==> src/rtl/decoder_stage_if.sv <==
// Decoder-stage bus: instruction in, registered decode fields and control flags out.
// The imm member exists only when DECODER_IMM_EN is defined.
interface decoder_stage_if;
    logic [31:0] instruction;
    logic [4:0]  rs1_addr;
    logic [4:0]  rs2_addr;
    logic [4:0]  rd_addr;
    logic [3:0]  alu_op;
    logic        reg_write;
    logic        alu_src;
    logic        mem_read;
    logic        mem_write;
    logic        mem_to_reg;
    logic        branch;
    logic        jump;
    logic        jump_reg;
`ifdef DECODER_IMM_EN
    logic [31:0] imm;
`endif

    modport master (
`ifdef DECODER_IMM_EN
        input  imm,
`endif
        output instruction,
        input  rs1_addr, rs2_addr, rd_addr, alu_op,
        input  reg_write, alu_src, mem_read, mem_write,
        input  mem_to_reg, branch, jump, jump_reg
    );

    modport slave (
`ifdef DECODER_IMM_EN
        output imm,
`endif
        input  instruction,
        output rs1_addr, rs2_addr, rd_addr, alu_op,
        output reg_write, alu_src, mem_read, mem_write,
        output mem_to_reg, branch, jump, jump_reg
    );
endinterface

==> src/rtl/decoder_stage.sv <==
// RV32I decode stage: combinational decode, every output registered (1-cycle latency).
// Optional macro DECODER_IMM_EN adds the registered sign-extended immediate.
module decoder_stage (
    input  logic            clk,
    input  logic            rst,
    decoder_stage_if.slave  dec
);
    localparam int unsigned XLEN   = 32;
    localparam int unsigned REG_AW = 5;

    localparam logic [6:0] OPC_R      = 7'b0110011;
    localparam logic [6:0] OPC_I_ALU  = 7'b0010011;
    localparam logic [6:0] OPC_LOAD   = 7'b0000011;
    localparam logic [6:0] OPC_STORE  = 7'b0100011;
    localparam logic [6:0] OPC_BRANCH = 7'b1100011;
    localparam logic [6:0] OPC_JAL    = 7'b1101111;
    localparam logic [6:0] OPC_JALR   = 7'b1100111;
    localparam logic [6:0] OPC_LUI    = 7'b0110111;
    localparam logic [6:0] OPC_AUIPC  = 7'b0010111;

    typedef enum logic [3:0] {
        ALU_ADD    = 4'd0,
        ALU_SUB    = 4'd1,
        ALU_SLL    = 4'd2,
        ALU_SLT    = 4'd3,
        ALU_SLTU   = 4'd4,
        ALU_XOR    = 4'd5,
        ALU_SRL    = 4'd6,
        ALU_SRA    = 4'd7,
        ALU_OR     = 4'd8,
        ALU_AND    = 4'd9,
        ALU_PASS_B = 4'd10
    } alu_op_e;

    typedef struct packed {
        logic reg_write;
        logic alu_src;
        logic mem_read;
        logic mem_write;
        logic mem_to_reg;
        logic branch;
        logic jump;
        logic jump_reg;
    } ctrl_t;

    logic [XLEN-1:0]   instr;
    logic [6:0]        opcode;
    logic [2:0]        funct3;
    logic              alt;
    logic [REG_AW-1:0] rs1_f, rs2_f, rd_f;

    assign instr  = dec.instruction;
    assign opcode = instr[6:0];
    assign rd_f   = instr[11:7];
    assign funct3 = instr[14:12];
    assign rs1_f  = instr[19:15];
    assign rs2_f  = instr[24:20];
    assign alt    = instr[30];

    // funct3 -> ALU op; alt (funct7[5]) picks SUB only when allowed, SRA always.
    function automatic alu_op_e alu_from_f3(input logic [2:0] f3, input logic alt_i,
                                            input logic sub_ok);
        alu_op_e op;
        op = ALU_ADD;
        case (f3)
            3'b000:  op = (alt_i && sub_ok) ? ALU_SUB : ALU_ADD;
            3'b001:  op = ALU_SLL;
            3'b010:  op = ALU_SLT;
            3'b011:  op = ALU_SLTU;
            3'b100:  op = ALU_XOR;
            3'b101:  op = alt_i ? ALU_SRA : ALU_SRL;
            3'b110:  op = ALU_OR;
            default: op = ALU_AND;
        endcase
        return op;
    endfunction

    ctrl_t             ctrl_d, ctrl_q;
    alu_op_e           alu_op_d, alu_op_q;
    logic [REG_AW-1:0] rs1_d, rs1_q, rs2_d, rs2_q, rd_d, rd_q;

    always_comb begin
        ctrl_d   = '0;
        alu_op_d = ALU_ADD;
        rs1_d    = '0;
        rs2_d    = '0;
        rd_d     = '0;
        case (opcode)
            OPC_R: begin
                ctrl_d.reg_write = 1'b1;
                alu_op_d = alu_from_f3(funct3, alt, 1'b1);
                rs1_d = rs1_f;
                rs2_d = rs2_f;
                rd_d  = rd_f;
            end
            OPC_I_ALU: begin
                ctrl_d.reg_write = 1'b1;
                ctrl_d.alu_src   = 1'b1;
                alu_op_d = alu_from_f3(funct3, alt, 1'b0);
                rs1_d = rs1_f;
                rd_d  = rd_f;
            end
            OPC_LOAD: begin
                ctrl_d.reg_write  = 1'b1;
                ctrl_d.alu_src    = 1'b1;
                ctrl_d.mem_read   = 1'b1;
                ctrl_d.mem_to_reg = 1'b1;
                rs1_d = rs1_f;
                rd_d  = rd_f;
            end
            OPC_STORE: begin
                ctrl_d.alu_src   = 1'b1;
                ctrl_d.mem_write = 1'b1;
                rs1_d = rs1_f;
                rs2_d = rs2_f;
            end
            OPC_BRANCH: begin
                ctrl_d.branch = 1'b1;
                alu_op_d = ALU_SUB;
                rs1_d = rs1_f;
                rs2_d = rs2_f;
            end
            OPC_JAL: begin
                ctrl_d.jump      = 1'b1;
                ctrl_d.reg_write = 1'b1;
                rd_d = rd_f;
            end
            OPC_JALR: begin
                ctrl_d.jump_reg  = 1'b1;
                ctrl_d.reg_write = 1'b1;
                ctrl_d.alu_src   = 1'b1;
                rs1_d = rs1_f;
                rd_d  = rd_f;
            end
            OPC_LUI: begin
                ctrl_d.reg_write = 1'b1;
                ctrl_d.alu_src   = 1'b1;
                alu_op_d = ALU_PASS_B;
                rd_d = rd_f;
            end
            OPC_AUIPC: begin
                ctrl_d.reg_write = 1'b1;
                ctrl_d.alu_src   = 1'b1;
                rd_d = rd_f;
            end
            default: ;
        endcase
    end

    always_ff @(posedge clk) begin
        if (rst) begin
            ctrl_q   <= '0;
            alu_op_q <= ALU_ADD;
            rs1_q    <= '0;
            rs2_q    <= '0;
            rd_q     <= '0;
        end else begin
            ctrl_q   <= ctrl_d;
            alu_op_q <= alu_op_d;
            rs1_q    <= rs1_d;
            rs2_q    <= rs2_d;
            rd_q     <= rd_d;
        end
    end

    assign dec.rs1_addr   = rs1_q;
    assign dec.rs2_addr   = rs2_q;
    assign dec.rd_addr    = rd_q;
    assign dec.alu_op     = alu_op_q;
    assign dec.reg_write  = ctrl_q.reg_write;
    assign dec.alu_src    = ctrl_q.alu_src;
    assign dec.mem_read   = ctrl_q.mem_read;
    assign dec.mem_write  = ctrl_q.mem_write;
    assign dec.mem_to_reg = ctrl_q.mem_to_reg;
    assign dec.branch     = ctrl_q.branch;
    assign dec.jump       = ctrl_q.jump;
    assign dec.jump_reg   = ctrl_q.jump_reg;

`ifdef DECODER_IMM_EN
    logic [XLEN-1:0] imm_d, imm_q;

    // Immediate format follows the opcode class; R-type and bubbles carry zero.
    always_comb begin
        imm_d = '0;
        case (opcode)
            OPC_I_ALU, OPC_LOAD, OPC_JALR:
                imm_d = {{20{instr[31]}}, instr[31:20]};
            OPC_STORE:
                imm_d = {{20{instr[31]}}, instr[31:25], instr[11:7]};
            OPC_BRANCH:
                imm_d = {{19{instr[31]}}, instr[31], instr[7], instr[30:25], instr[11:8], 1'b0};
            OPC_JAL:
                imm_d = {{11{instr[31]}}, instr[31], instr[19:12], instr[20], instr[30:21], 1'b0};
            OPC_LUI, OPC_AUIPC:
                imm_d = {instr[31:12], 12'b0};
            default: ;
        endcase
    end

    always_ff @(posedge clk) begin
        if (rst) imm_q <= '0;
        else     imm_q <= imm_d;
    end

    assign dec.imm = imm_q;
`else
    // Without the immediate path these instruction bits feed nothing.
    logic unused_imm_bits;
    assign unused_imm_bits = ^{instr[31], instr[29:25]};
`endif

endmodule

==> src/flat_wrapper.sv <==
// flat-port wrapper written by rule: the top's interface ports become plain ports
module decoder_stage_flat 
  (clk, rst, dec_instruction, dec_rs1_addr, dec_rs2_addr, dec_rd_addr, dec_alu_op, dec_reg_write, dec_alu_src, dec_mem_read, dec_mem_write, dec_mem_to_reg, dec_branch, dec_jump, dec_jump_reg);
  decoder_stage_if dec_i ();
  input  logic clk;
  input  logic rst;
  input wire logic [$bits(dec_i.instruction)-1:0] dec_instruction;
  output wire logic [$bits(dec_i.rs1_addr)-1:0] dec_rs1_addr;
  output wire logic [$bits(dec_i.rs2_addr)-1:0] dec_rs2_addr;
  output wire logic [$bits(dec_i.rd_addr)-1:0] dec_rd_addr;
  output wire logic [$bits(dec_i.alu_op)-1:0] dec_alu_op;
  output wire logic [$bits(dec_i.reg_write)-1:0] dec_reg_write;
  output wire logic [$bits(dec_i.alu_src)-1:0] dec_alu_src;
  output wire logic [$bits(dec_i.mem_read)-1:0] dec_mem_read;
  output wire logic [$bits(dec_i.mem_write)-1:0] dec_mem_write;
  output wire logic [$bits(dec_i.mem_to_reg)-1:0] dec_mem_to_reg;
  output wire logic [$bits(dec_i.branch)-1:0] dec_branch;
  output wire logic [$bits(dec_i.jump)-1:0] dec_jump;
  output wire logic [$bits(dec_i.jump_reg)-1:0] dec_jump_reg;
  assign dec_i.instruction = dec_instruction;
  assign dec_rs1_addr = dec_i.rs1_addr;
  assign dec_rs2_addr = dec_i.rs2_addr;
  assign dec_rd_addr = dec_i.rd_addr;
  assign dec_alu_op = dec_i.alu_op;
  assign dec_reg_write = dec_i.reg_write;
  assign dec_alu_src = dec_i.alu_src;
  assign dec_mem_read = dec_i.mem_read;
  assign dec_mem_write = dec_i.mem_write;
  assign dec_mem_to_reg = dec_i.mem_to_reg;
  assign dec_branch = dec_i.branch;
  assign dec_jump = dec_i.jump;
  assign dec_jump_reg = dec_i.jump_reg;
  decoder_stage u_core (.clk(clk), .rst(rst), .dec(dec_i));
endmodule
==> config.mk <==
export PLATFORM = sky130hd
export DESIGN_NAME = decoder_stage_flat
export DESIGN_NICKNAME = d
export VERILOG_FILES = /design/src/rtl/decoder_stage_if.sv /design/src/rtl/decoder_stage.sv /design/src/flat_wrapper.sv
export SDC_FILE = /design/constraint.sdc
export NUM_CORES = 1
export LEC_CHECK = 0
export CAP_MARGIN = 20
export CORE_MARGIN = 10
export CORE_UTILIZATION = 35
export CTS_CLUSTER_SIZE = 28
export DETAILED_ROUTE_END_ITERATION = 6
export GPL_TIMING_DRIVEN = 0
export PLACE_DENSITY = 0.78
export SYNTH_ARGS = -nofsm -noshare
export SYNTH_HDL_FRONTEND = slang
export SYNTH_SLANG_ARGS = --single-unit
==> constraint.sdc <==
create_clock -name clk -period 1.3 [get_ports clk]
set_clock_uncertainty 0.05 [all_clocks]
set_input_delay 0.26 -clock clk [delete_from_list [all_inputs] [get_ports clk]]
set_output_delay 0.26 -clock clk [all_outputs]
set_load 0.005 [all_outputs]
; ---- Word level (Yosys, flattened, before mapping)
; Index checks and enable logic that the tools add are counted.
[word_totals]
reg_bits = 26
out_inout_bits = 27
input_bits = 34
word_cells = 49
[op_classes]
n_mux = 12
n_reduce_logical = 8
n_bitwise = 3
n_eq_ne = 15
[ops]
columns = cell, count
row1 = 4-bit one-hot mux with 7 select lines, 2
row2 = 7-bit by 6-bit equality test with 1-bit output (second input constant), 3
row3 = 7-bit equality test (second input constant), 3
row4 = 4-bit one-hot mux with 4 select lines, 1
row5 = 7-bit by 5-bit equality test with 1-bit output (second input constant), 2
row6 = 6-bit OR reduction, 2
row7 = 3-bit equality test (second input constant), 3
row8 = 1-bit 2-to-1 mux, 9
row9 = 7-bit by 2-bit equality test with 1-bit output (second input constant), 1
row10 = 7-bit OR reduction, 1
row11 = 3-bit by 2-bit equality test with 1-bit output (second input constant), 2
row12 = 2-bit OR reduction, 3
row13 = 3-bit by 1-bit equality test with 1-bit output (second input constant), 1
row14 = 3-bit logical NOT, 1
row15 = 1-bit NOT, 3
row16 = 3-bit OR reduction, 1

; ---- Longest topological paths before layout
; Gate-level depths: netlist of the first run.
[depth]
word_depth = 4
mapped_depth = 5
ltp_nobuf = 4

; ---- Worst setup path before layout of the first run
; No wires, ideal clock.
[synth_timing]
kind = in2reg
start = input dec_instruction[4]
end = register u_core.rd_q[0], in the netlist u_core.dec.rd_addr[0]
path_slack_ns = 0.142
cell_stages = 5
required_ns = 1.191
path_buffers = 1
t_arrival_ns = 1.049
setup_ns = 0.059
cell_sequence = buf_6 -> nand3b_4 -> or2_4 -> a21oi_4 -> and2_1
[synth_via]
elab_chain_len = 4
elab_cells_between_ends = 10
cone_classes = eq/ne (7) / bitwise (1) / reduce/logical (2)
[synth_rtl]
columns = item, line
row1 = from (decl), flat_wrapper.sv:7  ; input wire logic [$bits(dec_i.instruction)-1:0] dec_instruction;
row2 = "7-bit by 6-bit equality test with 1-bit output, or another cell as far along", decoder_stage.sv:88  ; case (opcode)
row3 = 7-bit OR reduction (no line) *, -
row4 = 1-bit NOT (no line) *, -
row5 = 2-bit OR reduction (no line) *, -
row6 = to (signal assigned), decoder_stage.sv:162  ; rd_q <= rd_d;
row7 = to (decl), decoder_stage.sv:80  ; logic [REG_AW-1:0] rs1_d, rs1_q, rs2_d, rs2_q, rd_d, rd_q;
; Every way passes the cells marked *; elsewhere a longest branch is shown, timed or not.
; A chain may end at the register's enable or synchronous reset.

; ---- Final worst setup path of the first run
[layout_timing]
start = input dec_instruction[14]
end = register u_core.alu_op_q[0], in the netlist u_core.dec.alu_op[0]
[layout_via]
elab_chain_len = 3
elab_cells_between_ends = 10
cone_classes = eq/ne (6) / mux (3) / reduce/logical (1)
[layout_rtl]
columns = item, line
row1 = "3-bit equality test, or another cell as far along", decoder_stage.sv:65  ; case (f3)
row2 = 4-bit one-hot mux with 7 select lines, decoder_stage.sv:65
row3 = 4-bit one-hot mux with 4 select lines *, decoder_stage.sv:88
row4 = to (signal assigned), decoder_stage.sv:159  ; alu_op_q <= alu_op_d;
row5 = to (decl), decoder_stage.sv:79  ; alu_op_e alu_op_d, alu_op_q;
; Marked as above.

==> flow_summary.ini, run 1 <==
[setup_path]
path_class = in2reg
worstPathRequired_ns = 1.50
critPathMaxStageDelay_ns = 0.58
cp-start-kind = primary input
cp_num_buf_inv = 1
crit_fanout = 7
crit_chain = clkdlybuf4s50_1 > nor2b_1 > o22a_1 > o221ai_1 > a21oi_1
path_delay_family = buffers and inverters
endpoint_kind = register
cpMaxStageDelayCell = clkdlybuf4s50_1
cp.arrival_ns = 1.44

[finish]
syn_to_final_growth_pct = 60.0
multiInputGateArea_um2 = 408
drive_gt1_share_pct = 14.3
final_nets = 182
fillers = 228
most-common-layout-cells = dlygate4sd2_1 (26), dfxtp_1 (23), clkdlybuf4s50_1 (22), and2_1 (11), nor2_1 (7)
fin_cells = 177
antennaDiodeCount = 0
seq_area_um2 = 524
final_common_cell = dlygate4sd2_1

[synth]
syn_nets = 127
synth_top_family_by_area = simple AND/OR/NAND/NOR gates
dominantRegCellSynth = dfxtp_1
synth_edf_count = 0
syn_avg_cell_area_um2 = 10.2
syn_area_um2 = 945
yosysUniqueCellTypes = 30
seq_area_frac_synth_pct = 55.1
synth-xor-area-share_pct = 0
synthMuxAreaShare_pct = 2.25
async_flop_share_pct = 0
syn-instance-count = 93
synth_compound_area_share_pct = 8.48
synth_simple_gate_area_share_pct = 30.2
synth_adder_area_share_pct = 0
synth.yosys.warnings = 0
synth_seq_cells = 26

[routing]
drt_iter0_drc = 25
dr_total_vias = 827
drt_wl_total_um = 2550
postRouteAntennaNets = 0
via_per_inst = 4.67
routedWlPerCell_um = 14.4
drc_errors = 0
first_pass_iters = 4

[die]
die_area_mm2 = 0.00518
pin_count = 61
rows = 18
initial_utilization_pct = 37.5
die_w_um = 72.0
fp.coreArea_mm2 = 0.00252
die_y_um = 72.0

[timing]
hold_viol_final = 0
rsz0062_at_grt = yes
period_minus_slack_ns = 1.23
timing.slew.headroom_pct = 76.2
drv_slew = 0
fmax_ghz = 0.812
tightest_slew_ns = 0.356
finalSetupViolCount = 0
post-route-period-util_pct = 94.7
holdWs_ns = 0.0690

[min_path]
min_path_type = in2reg

[placed_design]
dp_hpwl_um = 2130
dp.cells = 173
place_congestion = 0.749
port_buffers = 50

[power_and_ir_drop]
powerDensity_mw_per_mm2 = 904
ir_drop_mv = 0.818
p_leak_nw = 0.730
total_power_w = 0.00137

[job]
maxCapViolations = 0

[clocking]
clockBufferDepth = 2
clk_pin_slew_ns = 0.13
h-tree-depth = 1
cts_tree = done
cts_root_buf = clkbuf_4
ctsHoldBuffers = 0
clock-sinks = 26
numCtsBuffers = 3

[global_route]
grt_antenna_before_repair = 0
grt_pass1_wl_um = 4080
grt_usage_pct = 9.74
grt_max_degree = 15
grt_pass1_vias = 882
gr-total-overflow = 0

[outcome]
status = completed
==> what timing repair did <==
item                       in CTS  in global routing
hold endpoints to repair        0                  0
gates resized for setup        33                  4
pin swaps                       0                  1
buffers inserted                0                  0
setup endpoints to repair      34                  7
==> routing by layer <==
| layer | up-vias | global-route usage [%] | wire [µm] |
|---|---|---|---|
| met5 | - | 0 | 0 |
| met1 | 369 | 9.17 | 952 |
| met4 | 0 | 1.29 | 8 |
| met2 | 35 | 17.9 | 1320 |
| li1 | 421 | - | - |
| met3 | 2 | 5.99 | 269 |
==> cell usage after synthesis, drive strengths merged (2+ instances only) <==
master   n  area share, %
dfxtp   26             55
and2    11            7.3
nor2     8            3.2
nand2    6            2.4
a21oi    5            3.8
and3     5            3.3
buf      5            3.6
o21ai    4            2.1
nand3b   3            3.7
nor2b    3            2.0
nand3    2            1.1
nor3     2            1.1
nor4     2            2.0
==> stage by stage <==
step	cell area (µm²)	setup TNS [ns]	utilization, %	setup slack (ns)
6_report	1510	0	59.9	0.0686
5_1_grt	1510	-0.0226	59.9	-0.0226
4_1_cts	1490	0	59.2	0.0109
3_5_place_dp	1480	-5.81	58.8	-0.376
3_3_place_gp	1480	-5.29	58.8	-0.339
2_1_floorplan	945	0	-	0.142
==> worst paths after layout <==
path	startpoint	endpoint	slack (ns)	cells after the start
worst max-delay path	dec_instruction[14]	u_core.dec.alu_op[0]	0.07	5
worst min-delay path	dec_instruction[4]	u_core.dec.mem_read	0.07	2
==> cells by family (layout without fill, tap and decap cells) <==
group | after synthesis | in the layout
buf+inv | 6 | 60
mux | 2 | 2
compound gates | 12 | 12
flops | 26 | 26
simple gates | 47 | 47
==> final cells by class <==
cell class | instances | area share (%)
Buffer | 5 | 2.24
Sequential cell | 26 | 34.7
Tap cell | 30 | 2.48
Timing Repair Buffer | 50 | 31.0
Inverter | 1 | 0.248
Multi-Input combinational cell | 61 | 27.0
Clock buffer | 4 | 2.40
==> power breakdown <==
group	internal [W]	switching (W)	leakage (nW)
Combinational	0.0000985	0.0000681	0.498
Clock	0.000171	0.000226	0.0210
Sequential	0.000802	0.00000104	0.211
Total	0.00107	0.000295	0.730
Power figures use the tool's default switching activity.
==> run 2: changes to the inputs <==
- MAX_ROUTING_LAYER: unset -> met4
==> run 2 against run 1 <==
Cell count is the same. Critical path type unchanged. Die area is the same. Non-clock buffer count is the same. Design area is the same. Utilization is the same. Highest routed layer unchanged. Global-route usage grew 0.28 points.
==> flow_summary.ini, run 2 (synthesis results as in run 1) <==
[finish]
most-common-layout-cells = dlygate4sd2_1 (26), dfxtp_1 (23), clkdlybuf4s50_1 (22), and2_1 (11), nor2_1 (7)
fin_cells = 177
syn_to_final_growth_pct = 60.0
final_common_cell = dlygate4sd2_1
stdcell_area_mm2 = 0.00151
drive_gt1_share_pct = 14.3
fin_util_pct = 59.9
antennaDiodeCount = 0
final_nets = 182

[timing]
drv_slew = 0
finalSetupViolCount = 0
tightest_slew_ns = 0.356
rsz0062_at_grt = yes
period_minus_slack_ns = 1.23
timing.slew.headroom_pct = 76.2
hold_viol_final = 0
setup_ws_ns = 0.0686
post-route-period-util_pct = 94.7
fmax_ghz = 0.812

[clocking]
cts_root_buf = clkbuf_4
clock-sinks = 26
h-tree-depth = 1
numCtsBuffers = 3
clockBufferDepth = 2
ctsHoldBuffers = 0
clk_pin_slew_ns = 0.13
cts_tree = done

[die]
die_area_mm2 = 0.00518
fp.coreArea_mm2 = 0.00252
rows = 18
die_w_um = 72.0
initial_utilization_pct = 37.5
die_y_um = 72.0
pin_count = 61

[routing]
via_per_inst = 4.67
postRouteAntennaNets = 0
routedWlPerCell_um = 14.4
first_pass_iters = 4
dr_total_vias = 827
drt_wl_total_um = 2550
drt_iter0_drc = 29
drc_errors = 0

[power_and_ir_drop]
p_leak_nw = 0.730
ir_drop_mv = 0.818
powerDensity_mw_per_mm2 = 904

[global_route]
grt_usage_pct = 10.0
grt_max_degree = 15
grt_pass1_wl_um = 4080
grt_pass1_vias = 883
grt_antenna_before_repair = 0
gr-total-overflow = 0

[placed_design]
dp_hpwl_um = 2130
dpl-instance-area_mm2 = 0.00148
place_ws_ns = -0.376
dp.cells = 173
port_buffers = 50
place_congestion = 0.758

[setup_path]
worstPathRequired_ns = 1.50
endpoint_kind = register
path_class = in2reg
cp-start-kind = primary input
crit_fanout = 7
cp.arrival_ns = 1.44

[min_path]
min_path_type = in2reg

[outcome]
status = completed

[job]
maxCapViolations = 0
-- run 2: cell counts in the layout (fill, tap and decap cells not counted) --
No cell type changed its count.
-- run 2: per-layer routing --
layer | up-vias | track usage [%] | share of wire [%]
li1 | 421 | - | -
met1 | 369 | 9.41 | 38
met4 | 0 | 1.29 | 0.31
met2 | 35 | 17.9 | 52
met5 | - | - | 0
met3 | 2 | 5.58 | 9.8
-- run 2: timing repair --
item / in CTS / in global routing
setup buffers: 0 / 0
pin swaps: 0 / 1
gates resized for setup: 33 / 4
endpoints found under the setup margin: 34 / 7
-- run 2: path summary, 6_finish.rpt --
check / from / to / depth (start not counted) / slack (ns)
max: dec_instruction[14] / u_core.dec.alu_op[0] / 5 / 0.07
min: dec_instruction[4] / u_core.dec.mem_read / 2 / 0.07
-- run 2: area by class of cell --
cell class	count	area, µm²
multi-input combinational	61	408
inverter	1	3.75
tap	30	37.5
buffer	5	33.8
timing repair buffer	50	468
fill	228	1010
clock buffer	4	36.3
sequential	26	524
-- run 2: power breakdown --
group | total (W) | switching (W) | internal (W)
clock network | 0.000397 | 0.000226 | 0.000171
registers | 0.000803 | 0.00000104 | 0.000802
logic | 0.000167 | 0.0000681 | 0.0000985
total | 0.00137 | 0.000295 | 0.00107
-- run 2: metrics by stage --
stage | TNS (ns) | hold WS [ns] | total power [W]
global placement | -5.29 | 0.417 | 0.000980
CTS | 0 | 0.0668 | 0.00138
finish | 0 | 0.0690 | 0.00137
global route | -0.0226 | 0.0641 | 0.00143
floorplan | 0 | 0.286 | 0.000885
detailed placement | -5.81 | 0.419 | 0.000984
-- run 2: critical path: stages --
cell	delay [ns]
clkdlybuf4s50_1	0.58
nor2b_1	0.17
o22a_1	0.14
o221ai_1	0.11
a21oi_1	0.17
==> run 3: changes to the inputs <==
- CAP_MARGIN: 20 -> 15
==> results of run 3 <==
The final DEF is identical to that of run 2; final timing and power are the same.
